### config.mk
export PLATFORM = sky130hd
export DESIGN_NAME = mips_multicycle_control
export DESIGN_NICKNAME = d
export VERILOG_FILES = /design/src/rtl/mips_multicycle_control.sv
export SDC_FILE = /design/constraint.sdc
export NUM_CORES = 1
export LEC_CHECK = 0
export CORE_MARGIN = 5
export CORE_UTILIZATION = 30
export CTS_CLUSTER_DIAMETER = 30
export DETAILED_ROUTE_END_ITERATION = 12
export PLACE_DENSITY = 0.63
export SYNTH_ARGS = -nofsm -noshare
export SYNTH_HDL_FRONTEND = slang
export SYNTH_SLANG_ARGS = --single-unit
### constraint.sdc
create_clock -name clk -period 2.3 [get_ports clk]
set_clock_uncertainty 0.1 [all_clocks]
set_input_delay 0.345 -clock clk [delete_from_list [all_inputs] [get_ports clk]]
set_output_delay 0.345 -clock clk [all_outputs]
set_load 0.02 [all_outputs]
### src/rtl/mips_multicycle_control.sv
// Multicycle MIPS main control FSM: sequences fetch/decode/execute/mem/wb
// and drives datapath enables, ALUOp and andi/ori/addi flags.
// Ports: clk, reset (sync, active-high), opcode[5:0] in; PCWrite,
// PCWriteCond, IorD, MemRead, MemWrite, MemtoReg, IRWrite, PCSource[1:0],
// ALUOp[1:0], ALUSrcA, ALUSrcB[1:0], RegWrite, RegDst, andi, ori, addi,
// instr_done, state[3:0] out; illegal_op out when ILLEGAL_OP_EN is defined.
// Macro ILLEGAL_OP_EN: unknown opcodes trap (state 12) instead of NOP.
module mips_multicycle_control #(
  parameter int MEM_LAT = 1,
  parameter int CNT_W   = 3
) (
  input  logic       clk,
  input  logic       reset,
  input  logic [5:0] opcode,
  output logic       PCWrite,
  output logic       PCWriteCond,
  output logic       IorD,
  output logic       MemRead,
  output logic       MemWrite,
  output logic       MemtoReg,
  output logic       IRWrite,
  output logic [1:0] PCSource,
  output logic [1:0] ALUOp,
  output logic       ALUSrcA,
  output logic [1:0] ALUSrcB,
  output logic       RegWrite,
  output logic       RegDst,
  output logic       andi,
  output logic       ori,
  output logic       addi,
  output logic       instr_done,
  output logic [3:0] state
`ifdef ILLEGAL_OP_EN
  ,
  output logic       illegal_op
`endif
);

  typedef enum logic [3:0] {
    S_FETCH   = 4'd0,
    S_DECODE  = 4'd1,
    S_MEMADR  = 4'd2,
    S_MEMREAD = 4'd3,
    S_MEMWB   = 4'd4,
    S_MEMWR   = 4'd5,
    S_EXEC    = 4'd6,
    S_RWB     = 4'd7,
    S_BRANCH  = 4'd8,
    S_JUMP    = 4'd9,
    S_IMMEX   = 4'd10,
    S_IMMWB   = 4'd11,
    S_TRAP    = 4'd12
  } state_t;

  localparam logic [5:0] OP_LW   = 6'b100011;
  localparam logic [5:0] OP_SW   = 6'b101011;
  localparam logic [5:0] OP_R    = 6'b000000;
  localparam logic [5:0] OP_BEQ  = 6'b000100;
  localparam logic [5:0] OP_J    = 6'b000010;
  localparam logic [5:0] OP_ADDI = 6'b001000;
  localparam logic [5:0] OP_ANDI = 6'b001100;
  localparam logic [5:0] OP_ORI  = 6'b001101;

  localparam logic [CNT_W-1:0] LAST = CNT_W'(MEM_LAT - 1);

  state_t           r_state;
  state_t           w_next;
  logic [CNT_W-1:0] r_cnt;
  logic             r_andi;
  logic             r_ori;
  logic             r_addi;
  logic             w_last;
  logic             w_waiting;
  logic             w_is_mem;
  logic             w_is_imm;

  assign w_last   = (r_cnt == LAST);
  assign w_is_mem = (opcode == OP_LW) || (opcode == OP_SW);
  assign w_is_imm = (opcode == OP_ADDI) || (opcode == OP_ANDI) ||
                    (opcode == OP_ORI);

  // Memory-wait states count up until the access completes.
  assign w_waiting = ((r_state == S_FETCH) || (r_state == S_MEMREAD) ||
                      (r_state == S_MEMWR)) && !w_last;

  always_comb begin
    w_next      = S_FETCH;
    PCWrite     = 1'b0;
    PCWriteCond = 1'b0;
    IorD        = 1'b0;
    MemRead     = 1'b0;
    MemWrite    = 1'b0;
    MemtoReg    = 1'b0;
    IRWrite     = 1'b0;
    PCSource    = 2'b00;
    ALUOp       = 2'b00;
    ALUSrcA     = 1'b0;
    ALUSrcB     = 2'b00;
    RegWrite    = 1'b0;
    RegDst      = 1'b0;
    instr_done  = 1'b0;
    case (r_state)
      S_FETCH: begin
        MemRead = 1'b1;
        ALUSrcB = 2'b01;
        if (w_last) begin
          IRWrite = 1'b1;
          PCWrite = 1'b1;
          w_next  = S_DECODE;
        end else begin
          w_next  = S_FETCH;
        end
      end
      S_DECODE: begin
        ALUSrcB = 2'b11;
        unique case (1'b1)
          w_is_mem:           w_next = S_MEMADR;
          (opcode == OP_R):   w_next = S_EXEC;
          (opcode == OP_BEQ): w_next = S_BRANCH;
          (opcode == OP_J):   w_next = S_JUMP;
          w_is_imm:           w_next = S_IMMEX;
          default: begin
`ifdef ILLEGAL_OP_EN
            w_next = S_TRAP;
`else
            w_next     = S_FETCH;
            instr_done = 1'b1;
`endif
          end
        endcase
      end
      S_MEMADR: begin
        ALUSrcA = 1'b1;
        ALUSrcB = 2'b10;
        w_next  = (opcode == OP_SW) ? S_MEMWR : S_MEMREAD;
      end
      S_MEMREAD: begin
        MemRead = 1'b1;
        IorD    = 1'b1;
        w_next  = w_last ? S_MEMWB : S_MEMREAD;
      end
      S_MEMWB: begin
        RegWrite   = 1'b1;
        MemtoReg   = 1'b1;
        instr_done = 1'b1;
      end
      S_MEMWR: begin
        MemWrite   = 1'b1;
        IorD       = 1'b1;
        instr_done = w_last;
        w_next     = w_last ? S_FETCH : S_MEMWR;
      end
      S_EXEC: begin
        ALUSrcA = 1'b1;
        ALUOp   = 2'b10;
        w_next  = S_RWB;
      end
      S_RWB: begin
        RegWrite   = 1'b1;
        RegDst     = 1'b1;
        instr_done = 1'b1;
      end
      S_BRANCH: begin
        ALUSrcA     = 1'b1;
        ALUOp       = 2'b01;
        PCWriteCond = 1'b1;
        PCSource    = 2'b01;
        instr_done  = 1'b1;
      end
      S_JUMP: begin
        PCWrite    = 1'b1;
        PCSource   = 2'b10;
        instr_done = 1'b1;
      end
      S_IMMEX: begin
        ALUSrcA = 1'b1;
        ALUSrcB = 2'b10;
        // Logical immediates go to the decoder as 11; flags pick and/or.
        ALUOp   = (r_andi || r_ori) ? 2'b11 : 2'b00;
        w_next  = S_IMMWB;
      end
      S_IMMWB: begin
        RegWrite   = 1'b1;
        instr_done = 1'b1;
      end
`ifdef ILLEGAL_OP_EN
      S_TRAP: w_next = S_TRAP;
`endif
      default: w_next = S_FETCH;
    endcase
  end

  always_ff @(posedge clk) begin
    if (reset) begin
      r_state <= S_FETCH;
      r_cnt   <= '0;
    end else begin
      r_state <= w_next;
      r_cnt   <= w_waiting ? r_cnt + CNT_W'(1) : '0;
    end
  end

  always_ff @(posedge clk) begin
    if (reset) begin
      r_andi <= 1'b0;
      r_ori  <= 1'b0;
      r_addi <= 1'b0;
    end else if (r_state == S_DECODE) begin
      r_andi <= (opcode == OP_ANDI);
      r_ori  <= (opcode == OP_ORI);
      r_addi <= (opcode == OP_ADDI);
    end else if (w_next == S_FETCH) begin
      r_andi <= 1'b0;
      r_ori  <= 1'b0;
      r_addi <= 1'b0;
    end
  end

  assign andi  = r_andi;
  assign ori   = r_ori;
  assign addi  = r_addi;
  assign state = r_state;

`ifdef ILLEGAL_OP_EN
  assign illegal_op = (r_state == S_TRAP);
`endif

endmodule

After elaboration in Yosys (flattened, before gate mapping)
Cells that the tools add are included.
{ "totals": {"ff_bits": 10, "latchBits": 0, "ramBits": 0, "rom_bits": 0, "input_bits": 8, "output_inout_bits": 24, "word_cells": 73, "n_memories": 0} }
{ "op_classes": {"n_addsub": 1, "mul": 0, "n_div": 0, "order_cmp": 0, "eq_ne": 18, "shift": 0, "n_mux": 27, "n_bitwise": 1, "n_reduce_logical": 21} }
{ "ops": {"columns": ["op", "n"], "rows": [
  ["4-bit case mux with 7 select lines", 1],
  ["4-bit case mux with 5 select lines", 1],
  ["6-bit by 4-bit equality test with 1-bit output (second input constant)", 3],
  ["4-bit by 3-bit equality test with 1-bit output (second input constant)", 4],
  ["4-bit equality test (second input constant)", 4],
  ["1-bit 2-to-1 mux", 16],
  ["6-bit equality test (second input constant)", 2],
  ["2-bit case mux with 3 select lines", 2],
  ["5-bit OR reduction", 2],
  ["3-bit 2-to-1 mux", 3],
  ["4-bit by 2-bit equality test with 1-bit output (second input constant)", 2],
  ["4-bit logical NOT", 2],
  ["2-bit OR reduction", 4],
  ["6-bit by 2-bit equality test with 1-bit output (second input constant)", 1],
  ["6-bit by 3-bit equality test with 1-bit output (second input constant)", 1],
  ["6-bit logical NOT", 1],
  ["1-bit logical OR", 6],
  ["4-bit by 1-bit equality test with 1-bit output (second input constant)", 1],
  ["2-bit case mux with 2 select lines", 1],
  ["4-bit OR reduction", 1],
  ["3-bit by 1-bit adder with 3-bit output (second input constant)", 1],
  ["3-bit logical NOT", 1],
  ["1-bit case mux with 3 select lines", 1],
  ["3-bit OR reduction", 1],
  ["other kinds (6)", 6]
]} }

Longest topological paths before layout
Gate-level depths: netlist (run 1).
{ "depth": {"depth_word": 8, "depth_mapped": 7, "mapped_depth_nobuf": 7} }

Worst setup path before layout (run 1)
OpenSTA, ideal clock, no wires.
{ "synth_path": {"path_type": "register -> output", "start": "reg r_state[3], in the netlist state[3]", "end": "out PCWrite", "t_arrival_ps": 1624, "t_required_ps": 1855, "path_slack_ps": 231, "path_stages_with_launch": 6, "path_buffers": 1, "path_cell_list": "dfxtp_1 buf_2 nor2_1 nand2_1 nor3_1 or2_2"} }
{ "synth_between": {"elab_chain_cells": 2} }
{ "synth_lines": {"columns": ["item", "line_no", "source"], "rows": [
  ["start, declared", "66", "state_t r_state;"],
  ["start signal, assigned", "198", "r_state <= w_next;"],
  ["4-bit equality test or 4-bit logical NOT (tied branches)", "102", "case (r_state)"],
  ["1-bit case mux with 2 select lines (*)", "102", null],
  ["end, declared", "15", "output logic PCWrite,"]
]} }
Every way passes the cells marked *; elsewhere a longest branch is shown, timed or not.

Worst setup path in the final report (run 1)
{ "layout_path": {"start": "reg r_state[2], in the netlist state[2]", "end": "out MemWrite"} }
{ "layout_between": {"elab_chain_cells": 2} }
{ "layout_lines": {"columns": ["item", "line_no", "source"], "rows": [
  ["4-bit by 3-bit equality test with 1-bit output", "102", null],
  ["1-bit 2-to-1 mux", "102", null],
  ["end, declared", "19", "output logic MemWrite,"]
]} }
No other way between the ends.

==> run metrics, run 1 <==
# DRC 0; # diodes 0; Max Root-Sink Buffers 2; # port buffers 31; switching fraction of total power 0.282; synthesized area per cell 7.17 sq um; minimum clock period about 2.2 ns; share of power burned in registers 0.371; clk sinks 10; initial antenna violation count 0; Max-slew headroom 0.774; combinational group share of total power 0.316; peak supply drop approximately 0.00021 V; hold_buf cts 0; pre-CTS setup slack -0.339 ns; GRT overflow 0; HP Class reg2reg; synthesized netlist cell count 124; period utilization 0.977; Layout Nets around 190; drt first pass iters 3; CP max-delay cell clkdlybuf4s50_1; status complete, no violations; synth top area cells dfxtp_1 (23%), nor2_1 (10%), nor3_1 (5.6%); Design Area, Final between 1000 and 1500 sq um; die height between 60 and 70 um; synthesized area about 890 sq um; chip width between 60 and 70 um; max_cap viols 0; DPL Wire Length 2180 um; core area 2810 sq um; CP peak stage delay ~0.6 ns; Least-Margin Pin Slew about 0.34 ns; FP Rows 19; Routed Antenna Nets 0; crit-path cells buf_4, nand2b_2, buf_4, nor2_1, clkdlybuf4s50_1; P_sw 0.137 mW; global-route wire length before repair about 4300 um; # fillers around 300; drt wl/cell about 13 um; synth-to-layout area growth 59.2%; Resized cells post-CTS 10; htree depth 1; CP top delay family buffers and inverters; most frequent cells in the layout nor2_1 (23), buf_4 (23), clkdlybuf4s50_1 (19); distinct cell type count after synthesis 43; layout cells sized above 1 0.241; WS Path Type reg2out; Hold Fails Final Rpt 0; CTS tree yes; Internal 0.348 mW; Util after Layout 0.505; arrival time worst endpoint ~1.8 ns; number of I/O pins 32; vias in the first global route approximately 1.0k; Max Fclk approximately 450 MHz; WL final around 2700 um; CTS root buf clkbuf_4; critical path fanouts, max 6; clk_lat worst skew 0.26 ns; static leakage 0.645 nW; Final GP Congestion 0.793; Post-DP Area between 1000 and 1500 sq um; vias per inst 5.08; Ys Warns 0; Tot GR Track Use 0.126; Crit path top cell by count buf_4; cell taking the most area after synthesis dfxtp_1; nature of the critical path startpoint register; setup ws final 0.0533 ns; clock-pin slew on the worst setup and hold paths roughly 0.06 ns; via count roughly 1.0k; power per cell area 342 nW/um^2; Final setup viols 0; postcts setup bufs 0; Starting Density 0.317; Final Max Tran Viols 0; Mapped Nets around 130; initial DRC count 40; CTS Buf Count 3; Total Die Area just over 4000 sq um; Synth top area share 0.225; sequential area share after synthesis 0.225; largest net degree at the start of global routing 11; Seq cells post-synth 10; buffers plus inverters on the worst setup path 3; Worst Path Required between 1.5 and 2 ns; Clk pwr share 0.313; Worst setup EP type output port
[worst reg2reg max path: cells and delay by family (launching register included)]
kind | cells | cell delay (ns)
simple gates | 3 | 0.54
flops | 1 | 0.44
compound gates | 2 | 0.35
buf+inv | 2 | 0.34
[power by group through the flow]
stage | registers (mW) | logic, mW | clock network (mW)
global route | 0.180 | 0.165 | 0.167
detailed placement | 0.183 | 0.156 | 0
floorplan | 0.185 | 0.0793 | 0
CTS | 0.179 | 0.153 | 0.159
finish | 0.180 | 0.153 | 0.152
global placement | 0.183 | 0.154 | 0
[state kept, by name (all words and copies together), names as in the netlist]
signal and count:
state 4, r_cnt 3, addi 1, ori 1
andi 1
[layer usage]
metal | GRT usage | up-vias | part of all wire
li1 | - | 532 | -
met1 | 0.145 | 480 | 0.46
met2 | 0.233 | 27 | 0.48
met3 | 0.0190 | 2 | 0.049
met4 | 0.0475 | 0 | 0.0071
met5 | 0 | - | 0
[path summary, 6_finish.rpt]
path | startpoint | end | slack, ns | cells after the start
worst min register to register | addi | addi | 0.36 | 2
worst max-delay path | state[2] | MemWrite | 0.05 | 5
worst min-delay path | addi | addi | 0.36 | 2
worst max register to register | state[2] | ori | 0.42 | 7
[logic make-up after synthesis]
logic type | share of synthesized area
flops | 0.225
buf+inv | 0.0745
compound gates | 0.197
fa+ha+maj | 0.0281
mux | 0.0113
simple gates | 0.435
xor+xnor | 0.0295
[synthesized netlist by cell type (all sizes together)]
cell type and count:
a31oi 1, inv 4, a32o 1, nor2 24, nor4 1, buf 6, nor4b 2, ha 2
or4b 1, mux2i 1, nor3b 2, o31ai 1, nand4b 1, a2bb2o 1, or2 1, o21ai 5
nand3 2, nand2 11, xnor2 2, a21oi 7, o22ai 3, nor3 11, o21bai 2, a31o 1
nor2b 3, o21a 1, dfxtp 10, xor2 1, a211oi 2, and2b 1, or4 1, and4b 1
nand2b 8, clkbuf 2, a211o 1
[final cells by class]
type	instances	area, sq um	share of cell area
timing repair buffer	54	479	0.338
inverter	4	15.0	0.0106
multi-input combinational	102	646	0.456
tap	31	38.8	0.0274
sequential	10	201	0.142
clock buffer	4	36.3	0.0256
[metrics by stage]
stage	cells	hold WS [ns]	power, mW	setup TNS (ns)
CTS	205	0.368	0.491	-0.0576
global placement	201	0.342	0.338	-0.296
floorplan	124	0.317	0.265	0
finish	205	0.360	0.484	0
detailed placement	201	0.360	0.340	-0.368
global route	205	0.385	0.512	-0.0313
(Power assumes the default switching activity.)
==> run 2, diff against run 1 <==
--- a/config.mk
+++ b/config.mk
@@ -5,7 +5,7 @@
 export SDC_FILE = /design/constraint.sdc
 export NUM_CORES = 1
 export LEC_CHECK = 0
-export CORE_MARGIN = 5
+export CORE_MARGIN = 2
 export CORE_UTILIZATION = 30
 export CTS_CLUSTER_DIAMETER = 30
 export DETAILED_ROUTE_END_ITERATION = 12
==> run 2 against run 1 <==
  * Die area down 18%
  * Combinational power shrank 3%
  * Sequential power about the same
  * Wire length decreased by 5.7%
  * Setup slack improved by 0.036 ns
  * Total power is 0.44% higher
  * Hold slack improved by 0.0094 ns
  * Sequential cell count stayed put
  * Non-clock buffer count is 2 lower
  * Critical path type unchanged
==> run metrics, run 2 (synthesis results as in run 1) <==
origin of the critical flop-to-flop path r_cnt[0]; CP peak stage delay about 0.60 ns; CP max-delay cell clkdlybuf4s50_1; clk sinks 10; crit-path cells nand2b_2, o21a_1, nor2_1, clkdlybuf4s50_1; Least-Margin Pin Slew between 0.3 and 0.4 ns; number of I/O pins 32; commonest non-fill, non-tap cell in the layout nor2_1; Hold Fails Final Rpt 0; max_cap viols 0; # diodes 0; status complete, no violations; Final setup viols 0; Tot GR Track Use 0.166; clock-pin slew on the worst setup and hold paths about 0.07 ns; arrival time worst endpoint around 1.8 ns; Final Max Tran Viols 0; hold_buf cts 0; WS Path Type reg2out; critical path fanouts, max 8; Starting Density 0.320; # fillers approximately 280; CTS root buf clkbuf_4; core area between 2000 and 3000 sq um; final setup TNS 0 ns; pre-CTS setup slack -0.379 ns; peak supply drop about 0.00032 V; initial DRC count 29; minimum clock period between 2 and 2.5 ns; synth-to-layout area growth 56.8%; RSZ-0062 raised after global routing false; CTS Buf Count 3; Final GP Congestion 0.811; htree depth 1; power per cell area between 300 and 400 nW/um^2; # port buffers 31; Worst Path Required approximately 1.9 ns; vias per inst 5.10; FP Rows 19; period utilization 0.961; Max Fclk 452 MHz; Max Root-Sink Buffers 2; static leakage approximately 0.6 nW; hold_sp ori; Largest register FFs 4; worst setup path startpoint state[2]; drt first pass iters 4; drt wl/cell roughly 12 um; nature of the critical path startpoint register; layout cells sized above 1 0.244; Total Die Area 3420 sq um; chip width slightly below 60 um; CTS tree yes; global-route wire length before repair 4490 um; most frequent cells in the layout nor2_1 (23), clkdlybuf4s50_1 (21), buf_4 (21); initial antenna violation count 0; die height ~60 um; GRT overflow 0; Worst setup EP type output port; # DRC 0; postcts setup bufs 0; HP Class reg2reg; vias in the first global route 1036; largest net degree at the start of global routing 11; via count around 1.0k; Layout Nets approximately 180; Max-slew headroom 0.767; clk_lat worst skew about 0.27 ns; setup ws final between 0.08 and 0.09 ns; DPL Wire Length between 2000 and 2500 um; Routed Antenna Nets 0; WL final 2520 um
==> run 2: where the power goes <==
| part | internal (mW) | total, mW | switching, mW |
|---|---|---|---|
| Sequential | 0.176 | 0.181 | 0.00456 |
| Clock | 0.0962 | 0.158 | 0.0615 |
| Combinational | 0.0733 | 0.148 | 0.0750 |
==> run 2: final timing paths <==
kind         endpoint  slack [ns]  depth (start not counted)
max          ALUOp[1]        0.09                          4
min reg2reg       ori        0.37                          2
max reg2reg      addi        0.47                          7
min               ori        0.37                          2
==> run 2: per-layer routing <==
| layer | routed length, um | global-route usage | up-vias |
|---|---|---|---|
| met3 | 145 | 0.0264 | 4 |
| met2 | 1260 | 0.308 | 31 |
| met1 | 1090 | 0.192 | 467 |
| met5 | 0 | 0 | - |
| li1 | - | - | 534 |
| met4 | 29 | 0.0498 | 0 |
==> run 2: final cells by class <==
class | instances | area [sq um] | area share
timing repair buffer | 52 | 455 | 0.326
clock buffer | 4 | 36.3 | 0.0260
multi-input combinational | 102 | 646 | 0.463
sequential | 10 | 204 | 0.146
tap | 31 | 38.8 | 0.0278
inverter | 4 | 15.0 | 0.0108
==> run 2: per-stage QoR <==
| stage | power [mW] | util | instances | hold WS, ns | area, sq um |
|---|---|---|---|---|---|
| after detailed placement | 0.338 | 0.484 | 199 | 0.362 | 1350 |
| after global placement | 0.336 | 0.484 | 199 | 0.343 | 1350 |
| after CTS | 0.493 | 0.501 | 203 | 0.373 | 1390 |
| after global routing | 0.513 | 0.502 | 203 | 0.400 | 1400 |
| final | 0.487 | 0.502 | 203 | 0.370 | 1400 |
| after floorplan | 0.265 | - | 124 | 0.317 | 890 |
==> run 2: repair_timing <==
action,in CTS,in global routing
endpoints found under the setup margin,10,5
gates cloned,0,0
resized for setup,16,5
==> run 2: worst max-delay path, delay by kind of cell, from the launching register on <==
kind / cells / cell delay (ns)
AOI/OAI and AO/OA: 1 / 0.20
buffers and inverters: 1 / 0.60
DFF: 1 / 0.37
and+or+nand+nor: 2 / 0.33
==> run 3, diff against run 2 <==
--- a/config.mk
+++ b/config.mk
@@ -9,7 +9,9 @@
 export CORE_UTILIZATION = 30
 export CTS_CLUSTER_DIAMETER = 30
 export DETAILED_ROUTE_END_ITERATION = 12
+export HOLD_SLACK_MARGIN = 0.05
 export PLACE_DENSITY = 0.63
+export SLEW_MARGIN = 5
 export SYNTH_ARGS = -nofsm -noshare
 export SYNTH_HDL_FRONTEND = slang
 export SYNTH_SLANG_ARGS = --single-unit
==> results of run 3 <==
Same layout as run 2: the final DEF is identical, and so are final timing and power.
